[config.mk]
export PLATFORM = sky130hd
export DESIGN_NAME = clk_en_nco
export DESIGN_NICKNAME = d
export VERILOG_FILES = /design/src/rtl/clk_en_nco_pkg.sv /design/src/rtl/clk_en_nco_channel.sv /design/src/rtl/clk_en_nco.sv
export SDC_FILE = /design/constraint.sdc
export NUM_CORES = 1
export LEC_CHECK = 0
export ABC_AREA = 1
export BUFFER_PORTS_ARGS = -buffer_cell sky130_fd_sc_hd__buf_2
export CORE_ASPECT_RATIO = 1.25
export CORE_UTILIZATION = 55
export CTS_BUF_LIST = sky130_fd_sc_hd__clkbuf_4 sky130_fd_sc_hd__clkbuf_8
export DETAILED_ROUTE_END_ITERATION = 8
export GPL_TIMING_DRIVEN = 0
export PLACE_DENSITY = 0.74
export REMOVE_ABC_BUFFERS = 1
export SETUP_SLACK_MARGIN = 0.4
export SLEW_MARGIN = 20
export SYNTH_ARGS = -nofsm -noshare
export SYNTH_HDL_FRONTEND = slang
export SYNTH_SLANG_ARGS = --single-unit
[constraint.sdc]
create_clock -name clk -period 3 [get_ports clk]
set_clock_uncertainty 0.1 [all_clocks]
set_input_delay 0.15 -clock clk [delete_from_list [all_inputs] [get_ports clk]]
set_output_delay 0.15 -clock clk [all_outputs]
set_load 0.02 [all_outputs]
[src/rtl/clk_en_nco_pkg.sv]
// Shared types and constants for the clk_en_nco clock-enable generator.
// The optional square-wave outputs are enabled with the macro CLK_EN_NCO_SQUARE_EN.
package clk_en_nco_pkg;

  typedef enum logic [1:0] {
    WAIT_LOCK = 2'd0,
    FILTER    = 2'd1,
    RUN       = 2'd2
  } sup_state_e;

  localparam int ACC_W_MAX = 32;
  localparam int CH_MAX    = 8;

  // Width of the lock-filter counter; it must hold values up to LOCK_FILT-1.
  function automatic int filt_cnt_w(input int lock_filt);
    return (lock_filt < 2) ? 1 : $clog2(lock_filt);
  endfunction

endpackage

[src/rtl/clk_en_nco_channel.sv]
// One NCO channel: shadow/active increment, phase accumulator and the ce pulse flop.
// With CLK_EN_NCO_SQUARE_EN defined it also registers the accumulator MSB as a square wave.
module nco_channel
  import clk_en_nco_pkg::*;
#(
  parameter int ACC_W = 24
) (
  input  logic             clk,
  input  logic             reset,
  input  logic             run,
  input  logic             clr,
  input  logic             ch_en,
  input  logic             inc_ld,
  input  logic [ACC_W-1:0] inc,
  output logic             ce
`ifdef CLK_EN_NCO_SQUARE_EN
  ,
  output logic             sq
`endif
);

  logic [ACC_W-1:0] acc_q, acc_d;
  logic [ACC_W-1:0] shadow_q, shadow_d;
  logic [ACC_W-1:0] active_q, active_d;
  logic             ce_q, ce_d;
  logic [ACC_W:0]   sum;
  logic             step;
`ifdef CLK_EN_NCO_SQUARE_EN
  logic             sq_q, sq_d;
`endif

  // Next-state: accumulate while running; increment swaps only at a wrap or when idle.
  always_comb begin
    sum      = {1'b0, acc_q} + {1'b0, active_q};
    step     = run & ch_en;
    acc_d    = acc_q;
    active_d = active_q;
    ce_d     = 1'b0;
    if (clr) begin
      acc_d    = {ACC_W{1'b0}};
      active_d = shadow_q;
    end else if (step) begin
      acc_d = sum[ACC_W-1:0];
      ce_d  = sum[ACC_W];
      if (sum[ACC_W]) begin
        active_d = shadow_q;
      end else begin
        active_d = active_q;
      end
    end else begin
      active_d = shadow_q;
    end
    if (inc_ld) begin
      shadow_d = inc;
    end else begin
      shadow_d = shadow_q;
    end
`ifdef CLK_EN_NCO_SQUARE_EN
    if (step) begin
      sq_d = acc_d[ACC_W-1];
    end else begin
      sq_d = 1'b0;
    end
`endif
  end

  // Channel state registers with synchronous reset.
  always_ff @(posedge clk) begin
    if (reset) begin
      acc_q    <= {ACC_W{1'b0}};
      shadow_q <= {ACC_W{1'b0}};
      active_q <= {ACC_W{1'b0}};
      ce_q     <= 1'b0;
`ifdef CLK_EN_NCO_SQUARE_EN
      sq_q     <= 1'b0;
`endif
    end else begin
      acc_q    <= acc_d;
      shadow_q <= shadow_d;
      active_q <= active_d;
      ce_q     <= ce_d;
`ifdef CLK_EN_NCO_SQUARE_EN
      sq_q     <= sq_d;
`endif
    end
  end

  assign ce = ce_q;
`ifdef CLK_EN_NCO_SQUARE_EN
  assign sq = sq_q;
`endif

endmodule

[src/rtl/clk_en_nco.sv]
// Multi-channel NCO clock-enable generator with a PLL lock supervisor.
// Define CLK_EN_NCO_SQUARE_EN to add the per-channel square-wave output sq.
module clk_en_nco
  import clk_en_nco_pkg::*;
#(
  parameter int CHANNELS  = 4,
  parameter int ACC_W     = 24,
  parameter int LOCK_FILT = 1024
) (
  input  logic                      clk,
  input  logic                      reset,
  input  logic                      pll_lock,
  input  logic [CHANNELS*ACC_W-1:0] inc,
  input  logic [CHANNELS-1:0]       inc_ld,
  input  logic [CHANNELS-1:0]       ch_en,
  output logic [CHANNELS-1:0]       ce,
  output logic                      ready,
  output logic                      lock_lost
`ifdef CLK_EN_NCO_SQUARE_EN
  ,
  output logic [CHANNELS-1:0]       sq
`endif
);

  localparam int CNT_W = filt_cnt_w(LOCK_FILT);

  logic             sync1_q, sync2_q;
  logic             lock_s;
  sup_state_e       state_q, state_d;
  logic [CNT_W-1:0] cnt_q, cnt_d;
  logic             ready_q, ready_d;
  logic             lost_q, lost_d;
  logic             run_s, clr_s;

  assign lock_s = sync2_q;

  // Supervisor next state; the WAIT_LOCK cycle that sees lock counts as the first good cycle.
  always_comb begin
    state_d = state_q;
    cnt_d   = cnt_q;
    case (state_q)
      WAIT_LOCK: begin
        if (lock_s) begin
          state_d = FILTER;
          cnt_d   = CNT_W'(1);
        end else begin
          state_d = WAIT_LOCK;
          cnt_d   = {CNT_W{1'b0}};
        end
      end
      FILTER: begin
        if (!lock_s) begin
          state_d = WAIT_LOCK;
          cnt_d   = {CNT_W{1'b0}};
        end else if (cnt_q == CNT_W'(LOCK_FILT - 1)) begin
          state_d = RUN;
          cnt_d   = {CNT_W{1'b0}};
        end else begin
          state_d = FILTER;
          cnt_d   = cnt_q + CNT_W'(1);
        end
      end
      RUN: begin
        cnt_d = {CNT_W{1'b0}};
        if (!lock_s) begin
          state_d = WAIT_LOCK;
        end else begin
          state_d = RUN;
        end
      end
      default: begin
        state_d = WAIT_LOCK;
        cnt_d   = {CNT_W{1'b0}};
      end
    endcase
    ready_d = (state_d == RUN);
    lost_d  = lost_q | ((state_q == RUN) & ~lock_s);
  end

  // Synchroniser, supervisor state and its registered status outputs.
  always_ff @(posedge clk) begin
    if (reset) begin
      sync1_q <= 1'b0;
      sync2_q <= 1'b0;
      state_q <= WAIT_LOCK;
      cnt_q   <= {CNT_W{1'b0}};
      ready_q <= 1'b0;
      lost_q  <= 1'b0;
    end else begin
      sync1_q <= pll_lock;
      sync2_q <= sync1_q;
      state_q <= state_d;
      cnt_q   <= cnt_d;
      ready_q <= ready_d;
      lost_q  <= lost_d;
    end
  end

  // Losing lock in RUN clears every accumulator on the same edge that leaves RUN.
  assign run_s = (state_q == RUN) & lock_s;
  assign clr_s = (state_q == RUN) & ~lock_s;

  for (genvar g = 0; g < CHANNELS; g++) begin : g_ch
    nco_channel #(
      .ACC_W(ACC_W)
    ) u_ch (
      .clk   (clk),
      .reset (reset),
      .run   (run_s),
      .clr   (clr_s),
      .ch_en (ch_en[g]),
      .inc_ld(inc_ld[g]),
      .inc   (inc[g*ACC_W +: ACC_W]),
      .ce    (ce[g])
`ifdef CLK_EN_NCO_SQUARE_EN
      ,
      .sq    (sq[g])
`endif
    );
  end

  assign ready     = ready_q;
  assign lock_lost = lost_q;

endmodule

* After elaboration in Yosys (flattened, before gate mapping)
Cells that the tools add are included.
Widths: inputs -> output; s select.
** Word-level totals
- Output and inout port bits :: 6
- Logic and storage cells :: 74
- Bits of input ports :: 107
- Bits in registers :: 308
** Operators by class
- Equality and inequality tests :: 8
- Bitwise gates (word level) :: 12
- Reductions and logical operators :: 6
- $add $sub $neg :: 5
- Mux-type cells :: 21
** Operators with widths (count)
- $mux 24 :: 12
- $add 24x24->25 :: 4
- $mux 10 :: 2
- $pmux 10 s2 :: 1
- $ne 3x2->1 const B :: 4
- $reduce_or 3->1 :: 4
- $add 10x1->10 const B :: 1
- $eq 10x10->1 const B :: 1
- $and 1x1->1 :: 6
- $mux 2 :: 3
- $pmux 2 s3 :: 1
- $not 1->1 :: 5
- $eq 2x2->1 const B :: 2
- $eq 2x1->1 const B :: 1
- $logic_not 2->1 :: 1
- $mux 1 :: 2
- $reduce_or 2->1 :: 1
- $or 1x1->1 :: 1

* Depth between registers and ports, before layout
Gate-level depths: netlist of the first run.
- Word-level depth :: 5
- Depth in mapped cells :: 13
- Mapped depth without buffers :: 13

* Cells and area by module
A second synthesis of the first run with hierarchy kept.
** Second synthesis, totals
- Cell total of the unflattened synthesis :: 3015
- Area total of the unflattened synthesis :: 18725.5 um^2
** By module, submodules not included
- nco_channel (g_ch[0].u_ch ...) :: cells each 730, area an instance 4526.8 um^2, seq. area each 1461.4 um^2, times used 2
- nco_channel (g_ch[3].u_ch) :: cells each 736, area an instance 4543.1 um^2, seq. area each 1461.4 um^2, times used 1
- nco_channel (g_ch[2].u_ch) :: cells each 733, area an instance 4458.0 um^2, seq. area each 1461.4 um^2, times used 1
- clk_en_nco :: cells each 86, area an instance 670.6 um^2, seq. area each 320.3 um^2, times used 1

* Worst setup path after synthesis of the first run
Ideal clock, no wire load.
- Kind :: register to register
- From :: reg g_ch[2].u_ch.active_q[0]
- To :: reg g_ch[2].u_ch.active_q[10]
- Required time :: 2788 ps
- Path buffers :: 2
- Path slack :: 885 ps
- Setup time :: 112 ps
- Stages on the path, launching flop included :: 13
- Period minus slack after synthesis :: 2115 ps
- Data arrival time :: 1904 ps
- Path through :: dfxtp_1 > ha_1 > fa_1 > nand2_1 > nand2_1 > nand3_2 > nand2_2 > nand2_2 > nand4_2 > buf_6 > buf_12 > nor2_2 > nor2_1
** Between the ends
- Cells in the longest elaborated chain, start to end :: 2
** Ends and longest elaborated chain
- start: declaration :: line clk_en_nco_channel.sv:24 : logic [ACC_W-1:0] active_q, active_d;
- start signal: assignment :: line clk_en_nco_channel.sv:72 : active_q <= {ACC_W{1'b0}};
- start signal: assignment :: line clk_en_nco_channel.sv:80 : active_q <= active_d;
- $add 24x24->25 :: line clk_en_nco_channel.sv:34 : sum = {1'b0, acc_q} + {1'b0, active_q};
- $ne 3x2->1 (no source line)
Every way passes these cells.
A chain may end at the register's enable or synchronous reset.

* Worst setup path after layout of the first run
- From :: reg state_q[1]
- To :: reg g_ch[0].u_ch.acc_q[1]
** Between the ends
- Cells in the longest elaborated chain, start to end :: 3
- Elaborated cells on any way between the ends :: 5
- Classes of those cells :: eq/ne (1); bitwise (3); reduce/logical (1)
** Ends and longest elaborated chain
- start: declaration :: line clk_en_nco.sv:29 : sup_state_e state_q, state_d;
- start signal: assignment :: line clk_en_nco.sv:92 : state_q <= state_d;
- $eq 2x2->1 * :: line clk_en_nco.sv:100, clk_en_nco.sv:101
- $and 1x1->1, on equally long branches :: line clk_en_nco.sv:100, clk_en_nco.sv:101
- $and 1x1->1 or $reduce_or 2->1 (tied branches)
- end signal: assignment :: line clk_en_nco_channel.sv:70 : acc_q <= {ACC_W{1'b0}};
- end: declaration :: line clk_en_nco_channel.sv:22 : logic [ACC_W-1:0] acc_q, acc_d;
Every way passes the cells marked *; elsewhere a longest branch is shown, timed or not.

==> impl_metrics.tcl, run 1 <==
set metrics [dict create \
    crit_buf_inv 1 \
    syn2layout_area_growth_pct 17.8 \
    path_depth 6 \
    slowest_stage "nor2_2" \
    antenna_found_initial 0 \
    drtIter0Drc 812 \
    period_share_pct 85.4 \
    maxCapViolCount 0 \
    detail-route-antenna-nets 0 \
    startpoint "state_q[1]" \
    die_h_um 208 \
    peakVddDrop_mv 0.337 \
    p_leak_uw 0.0121 \
    worst_slew_pin_slew_ns 1.10 \
    layout_commonest_cell "nand2_1" \
    synth_top_area_cell "dfxtp_1" \
    grt_remaining_overflow 0 \
    io_pins 113 \
    setup_viol 0 \
    critical_path.startpoint_type "flop" \
    grt_max_degree 145 \
    gr-usage-all-layers_pct 27.9 \
    crit_path_end_kind "flop" \
    hold_depth 3 \
    syn_inst 2972 \
    synth-edff-count 0 \
    drc 0 \
    status "completed" \
    numCtsBuffers 47 \
    drtPass1Iterations 5 \
    grt_setup_unrepaired "true" \
    path_clk_slew_ns 0.07 \
    async_flop_share_pct 0 \
    grt_pass1_vias 17500 \
    final_cell_mix "nand2_1 (902), inv_1 (520), nor2_1 (319)" \
    crit_type "flop to flop" \
    max_stage_delay_ns 1.01 \
    powerDensity_nw_per_um2 395 \
    cp.arrival_ns 2.99 \
    min_path_type "input port to flop" \
    num_vias 18200 \
    required_ns 3.43 \
    wl_per_cell_um 13.4 \
    start_util_pct 55.8 \
    layout-drive-gt1-share_pct 10.1 \
    r2r_slack_ns 0.44 \
    synth_flop_cell "dfxtp_1" \
    final_cell_area_um2 22000 \
    dieArea_um2 34700 \
    worstSkewPairLatency_ns 0.60 \
    cp_max_fo 21 \
    setup-tns-final_ns 0 \
    rr_endpoint "g_ch[0].u_ch.acc_q[1]" \
    grt_pass1_wl_um 80700 \
    fmax_mhz 390 \
    rr_worst_depth 6 \
    nets 3404 \
    crit_end "g_ch[0].u_ch.acc_q[1]" \
    syn_area_um2 18700 \
    hpwl_um 31100 \
    power_uw 8700 \
    core_area_um2 33500 \
    n_antenna_cell 0 \
    relSlewSlack_pct 26.9 \
    num_rows 75 \
    synth_top_area_share_pct 33.0 \
    ys_seq_area_share_pct 33.0 \
    fin_crit_ns 2.56 \
    routabilityCongestion 0.909 \
    postPlaceCellArea_um2 19400 \
    regToRegStartpoint "state_q[1]" \
    cts_tree "done" \
    ys_types 38 \
    drv_slew 0 \
    portBuffers 112 \
    worstPathCellList "inv_2, nor2_4, nand2_2, nor2_2, o21ai_0, nor2_1" \
    synth.ff_latch_count 308 \
    hold_viol 0 \
    cpLargestDelayFamily "simple AND/OR/NAND/NOR gates" \
    die-width_um 167 \
    root_buffer "clkbuf_8" \
    cts_htree_levels 2 \
    synthTopCellsByArea "dfxtp_1 (33%), nand2_1 (18%), inv_1 (11%)" \
    pre_cts_ws_ns -0.00989 \
    clk_path_buf_depth 3 \
    fin_ws_ns 0.438 \
    yosys_warnings 0 \
    drt-total-wl_um 48900 \
    cts_sinks 308 \
    syn_avg_cell_area_um2 6.29 \
    avgViaCountPerCell 4.99 \
]
-- how the worst min path moves through the flow --
stage / from / end
floorplan: reset / lock_lost
global placement: pll_lock / sync1_q
detailed placement: pll_lock / sync1_q
CTS: inc_ld[0] / g_ch[0].u_ch.shadow_q[7]
global route: inc_ld[3] / g_ch[3].u_ch.shadow_q[11]
finish: inc_ld[1] / g_ch[1].u_ch.shadow_q[14]
-- area by class of cell --
class	count	area, um2
Tap cell	423	529
Inverter	545	2070
Clock inverter	10	110
Multi-Input combinational cell	2041	10200
Timing Repair Buffer	253	2060
Fill cell	3151	11500
Sequential cell	308	6170
Clock buffer	69	868
-- cells by family (layout without fill, tap and decap cells) --
group	count (synthesis)	count (layout)	synth area share, %
DFF	308	308	33.0
AOI/OAI and AO/OA	397	397	11.8
buffers and inverters	636	877	13.7
adders and majority gates	101	101	6.92
xor gates and xnor gates	27	27	1.27
and+or+nand+nor	1503	1516	33.3
-- synth_stat cells (7+ instances only) --
cell type / instances
nor2_2: 46
dfxtp_1: 308
nand2_1: 904
o21a_1: 52
buf_2: 29
xor2_1: 25
nor2_4: 8
a21oi_1: 162
o21ai_0: 145
inv_2: 18
ha_1: 97
buf_6: 8
a21o_1: 7
nand3_1: 144
o21bai_1: 23
nor3_1: 13
nand4_1: 30
nor2_1: 319
inv_1: 524
clkbuf_1: 44
nand2_2: 14
-- registers in the layout, indices dropped and copies added (netlist names) --
signal	count
cnt_q	10
g_ch.u_ch.acc_q	96
g_ch.u_ch.active_q	96
g_ch.u_ch.ce	4
g_ch.u_ch.shadow_q	96
lock_lost	1
lock_s	1
ready	1
state_q	2
sync1_q	1
-- metal layers --
metal	track usage, %	part of all wire (%)
met5	0	0
met4	10.4	3.2
met3	3.31	3.9
met2	51.3	49
met1	33.0	44
-- worst reg2reg max path, stage by stage (launching register included) --
cell	delay, ns
dfxtp_1	0.36
inv_2	0.07
nor2_4	0.15
nand2_2	0.42
nor2_2	1.02
o21ai_0	0.24
nor2_1	0.16
-- timing repair --
| action | 4_1_cts | 5_1_grt |
|---|---|---|
| gates cloned | 9 | 5 |
| pin swaps | 7 | 3 |
| setup buffers | 0 | 11 |
| gates resized for setup | 7 | 12 |
| hold buffers | 125 | 0 |
| endpoints found under the hold margin | 136 | 0 |
| setup endpoints to repair | 97 | 162 |
-- where the power goes --
| part | internal [uW] | switching [uW] | leakage (uW) |
|---|---|---|---|
| Clock | 2020 | 1610 | 0.000519 |
| Combinational | 337 | 414 | 0.00910 |
| Sequential | 4250 | 66.8 | 0.00252 |
-- metrics by stage --
step                hold WS, ns  utilization (%)  cells
global placement          0.263             57.5   3416
global route              0.107             65.7   3649
floorplan                 0.119                -   2881
detailed placement        0.266             57.9   3420
CTS                     0.00157             65.0   3633
finish                   0.0526             65.7   3649
Note: power is estimated with default switching activity, not from simulation.
==> inputs of run 2 (changes only) <==
Settings changed: CORE_UTILIZATION 55 to 60, PLACE_DENSITY 0.74 to 0.8.
==> run 2 against run 1 <==
Net effect: hold slack worse by 0.035 ns; power down 0.86%; die area down 8.2%; critical path depth up 6; register-to-register slack better by 0.09 ns; core utilization up 6.2 points; routed wire length down 0.63%; non-clock buffer count down 20; critical path type unchanged; via count up 0.90%; largest cell class unchanged; maximum frequency up 3.8%.
==> impl_metrics.tcl, run 2 (synthesis results as in run 1) <==
set metrics [dict create \
    io_pins 113 \
    fillers 2581 \
    power_uw 8620 \
    detail-route-antenna-nets 0 \
    drt-total-wl_um 48600 \
    cp_max_fo 25 \
    crit_path_end_kind "flop" \
    grt_pass1_wl_um 78300 \
    drtIter0Drc 1179 \
    drv_slew 0 \
    dieArea_um2 31900 \
    num_rows 71 \
    setup_viol 0 \
    layout-drive-gt1-share_pct 10.2 \
    maxCapViolCount 0 \
    hpwl_um 30000 \
    n_antenna_cell 0 \
    core_area_um2 30400 \
    p_seq_share_pct 50.0 \
    worstSkewPairLatency_ns 0.61 \
    cp_common_cell "nand2_1" \
    crit_type "flop to flop" \
    slowest_stage "fa_1" \
    max_stage_delay_ns 0.44 \
    required_ns 3.44 \
    cp.arrival_ns 2.90 \
    p_clk_share_pct 41.5 \
    cts_htree_levels 2 \
    wl_per_cell_um 13.5 \
    min_path_type "input port to flop" \
    p_int_uw 6490 \
    path_clk_slew_ns 0.06 \
    start_util_pct 61.5 \
    grt_setup_unrepaired "true" \
    clk_path_buf_depth 3 \
    portBuffers 112 \
    num_vias 18400 \
    routabilityCongestion 0.909 \
    numCtsBuffers 47 \
    syn2layout_area_growth_pct 16.8 \
    critical_path.startpoint_type "flop" \
    cts_sinks 308 \
    relSlewSlack_pct 27.4 \
    layout_commonest_cell "nand2_1" \
    antenna_found_initial 0 \
    fmax_mhz 405 \
    peakVddDrop_mv 0.429 \
    fin_crit_ns 2.47 \
    grt_max_degree 118 \
    worst_slew_pin_slew_ns 1.09 \
    worst_hold_slack_ns 0.0178 \
    die_h_um 199 \
    hold_viol 0 \
    drc 0 \
    final_cell_mix "nand2_1 (900), inv_1 (520), nor2_1 (318)" \
    p_switching_uw 2130 \
    cts_tree "done" \
    power_frac_comb_pct 8.5 \
    root_buffer "clkbuf_8" \
    status "completed" \
    grt_remaining_overflow 0 \
    die-width_um 160 \
    grt_pass1_vias 17100 \
    nets 3388 \
    avgViaCountPerCell 5.09 \
    swShare_pct 24.7 \
    worstPathCellList "ha_1, fa_1, nand2_1, nand2_1, nand3_1, nand2_2, nand2_2, nand4_4, buf_16, nand2_1, nand2_1, nor2_1" \
    top_regs "g_ch.u_ch.acc_q x96, g_ch.u_ch.active_q x96, g_ch.u_ch.shadow_q x96" \
    period_share_pct 82.3 \
    powerDensity_nw_per_um2 395 \
    drtPass1Iterations 5 \
    gr-usage-all-layers_pct 29.7 \
    p_leak_uw 0.0120 \
]
## run 2: final timing paths
check	from	to	slack, ns	depth (start not counted)
hold reg to reg	sync1_q	lock_s	0.34	2
hold / removal	inc_ld[2]	g_ch[2].u_ch.shadow_q[4]	0.02	3
setup reg to reg	g_ch[0].u_ch.active_q[0]	g_ch[0].u_ch.active_q[18]	0.53	12
setup / recovery	g_ch[0].u_ch.active_q[0]	g_ch[0].u_ch.active_q[18]	0.53	12
## run 2: cell type report
| cell class | count | area, um2 | area share (%) |
|---|---|---|---|
| tap | 401 | 502 | 2.30 |
| multi-input combinational | 2045 | 10300 | 47.3 |
| inverter | 545 | 2060 | 9.42 |
| clock buffer | 68 | 867 | 3.97 |
| sequential | 308 | 6170 | 28.2 |
| timing repair buffer | 233 | 1850 | 8.47 |
| clock inverter | 8 | 71.3 | 0.327 |
## run 2: power by group through the flow
| stage | combinational, uW | sequential [uW] | clock (uW) |
|---|---|---|---|
| final | 731 | 4310 | 3580 |
| after global routing | 822 | 4330 | 3820 |
| after CTS | 714 | 4310 | 3640 |
| after detailed placement | 588 | 4400 | 0 |
| after global placement | 565 | 4400 | 0 |
| after floorplan | 404 | 4380 | 0 |
## run 2: stage by stage
step / setup TNS (ns) / instances / cell area (um2) / worst slack [ns] / util (%)
after global routing: 0 / 3608 / 21800 / 0.399 / 71.8
after global placement: -252.84 / 3394 / 19200 / -2.17 / 63.3
final: 0 / 3608 / 21800 / 0.531 / 71.8
after detailed placement: 0 / 3398 / 19400 / 0.0621 / 63.8
after CTS: 0 / 3593 / 21500 / 0.375 / 70.9
after floorplan: -1.27 / 2881 / 18200 / -0.0586 / -
## run 2: per-layer routing
| layer | vias up | wire (um) | global-route usage, % |
|---|---|---|---|
| li1 | 9598 | - | - |
| met1 | 8167 | 20500 | 34.0 |
| met2 | 461 | 23900 | 54.9 |
| met3 | 129 | 2370 | 4.30 |
| met4 | 0 | 1750 | 13.0 |
| met5 | - | 0 | 0 |
## run 2: worst max-delay path: cells and delay by family (launching register included)
family / cells / cell delay [ns]
fa+ha+maj: 2 / 0.72
buf+inv: 1 / 0.23
flops: 1 / 0.32
simple gates: 9 / 1.04
## run 2: what timing repair did
item                                    in CTS  in global routing
pin swaps                                    6                  2
hold buffers                               109                  0
endpoints found under the setup margin      87                 95
gates resized for setup                      2                 21
hold endpoints to repair                   110                  0
buffers inserted                             0                  8
cloned                                      10                  7
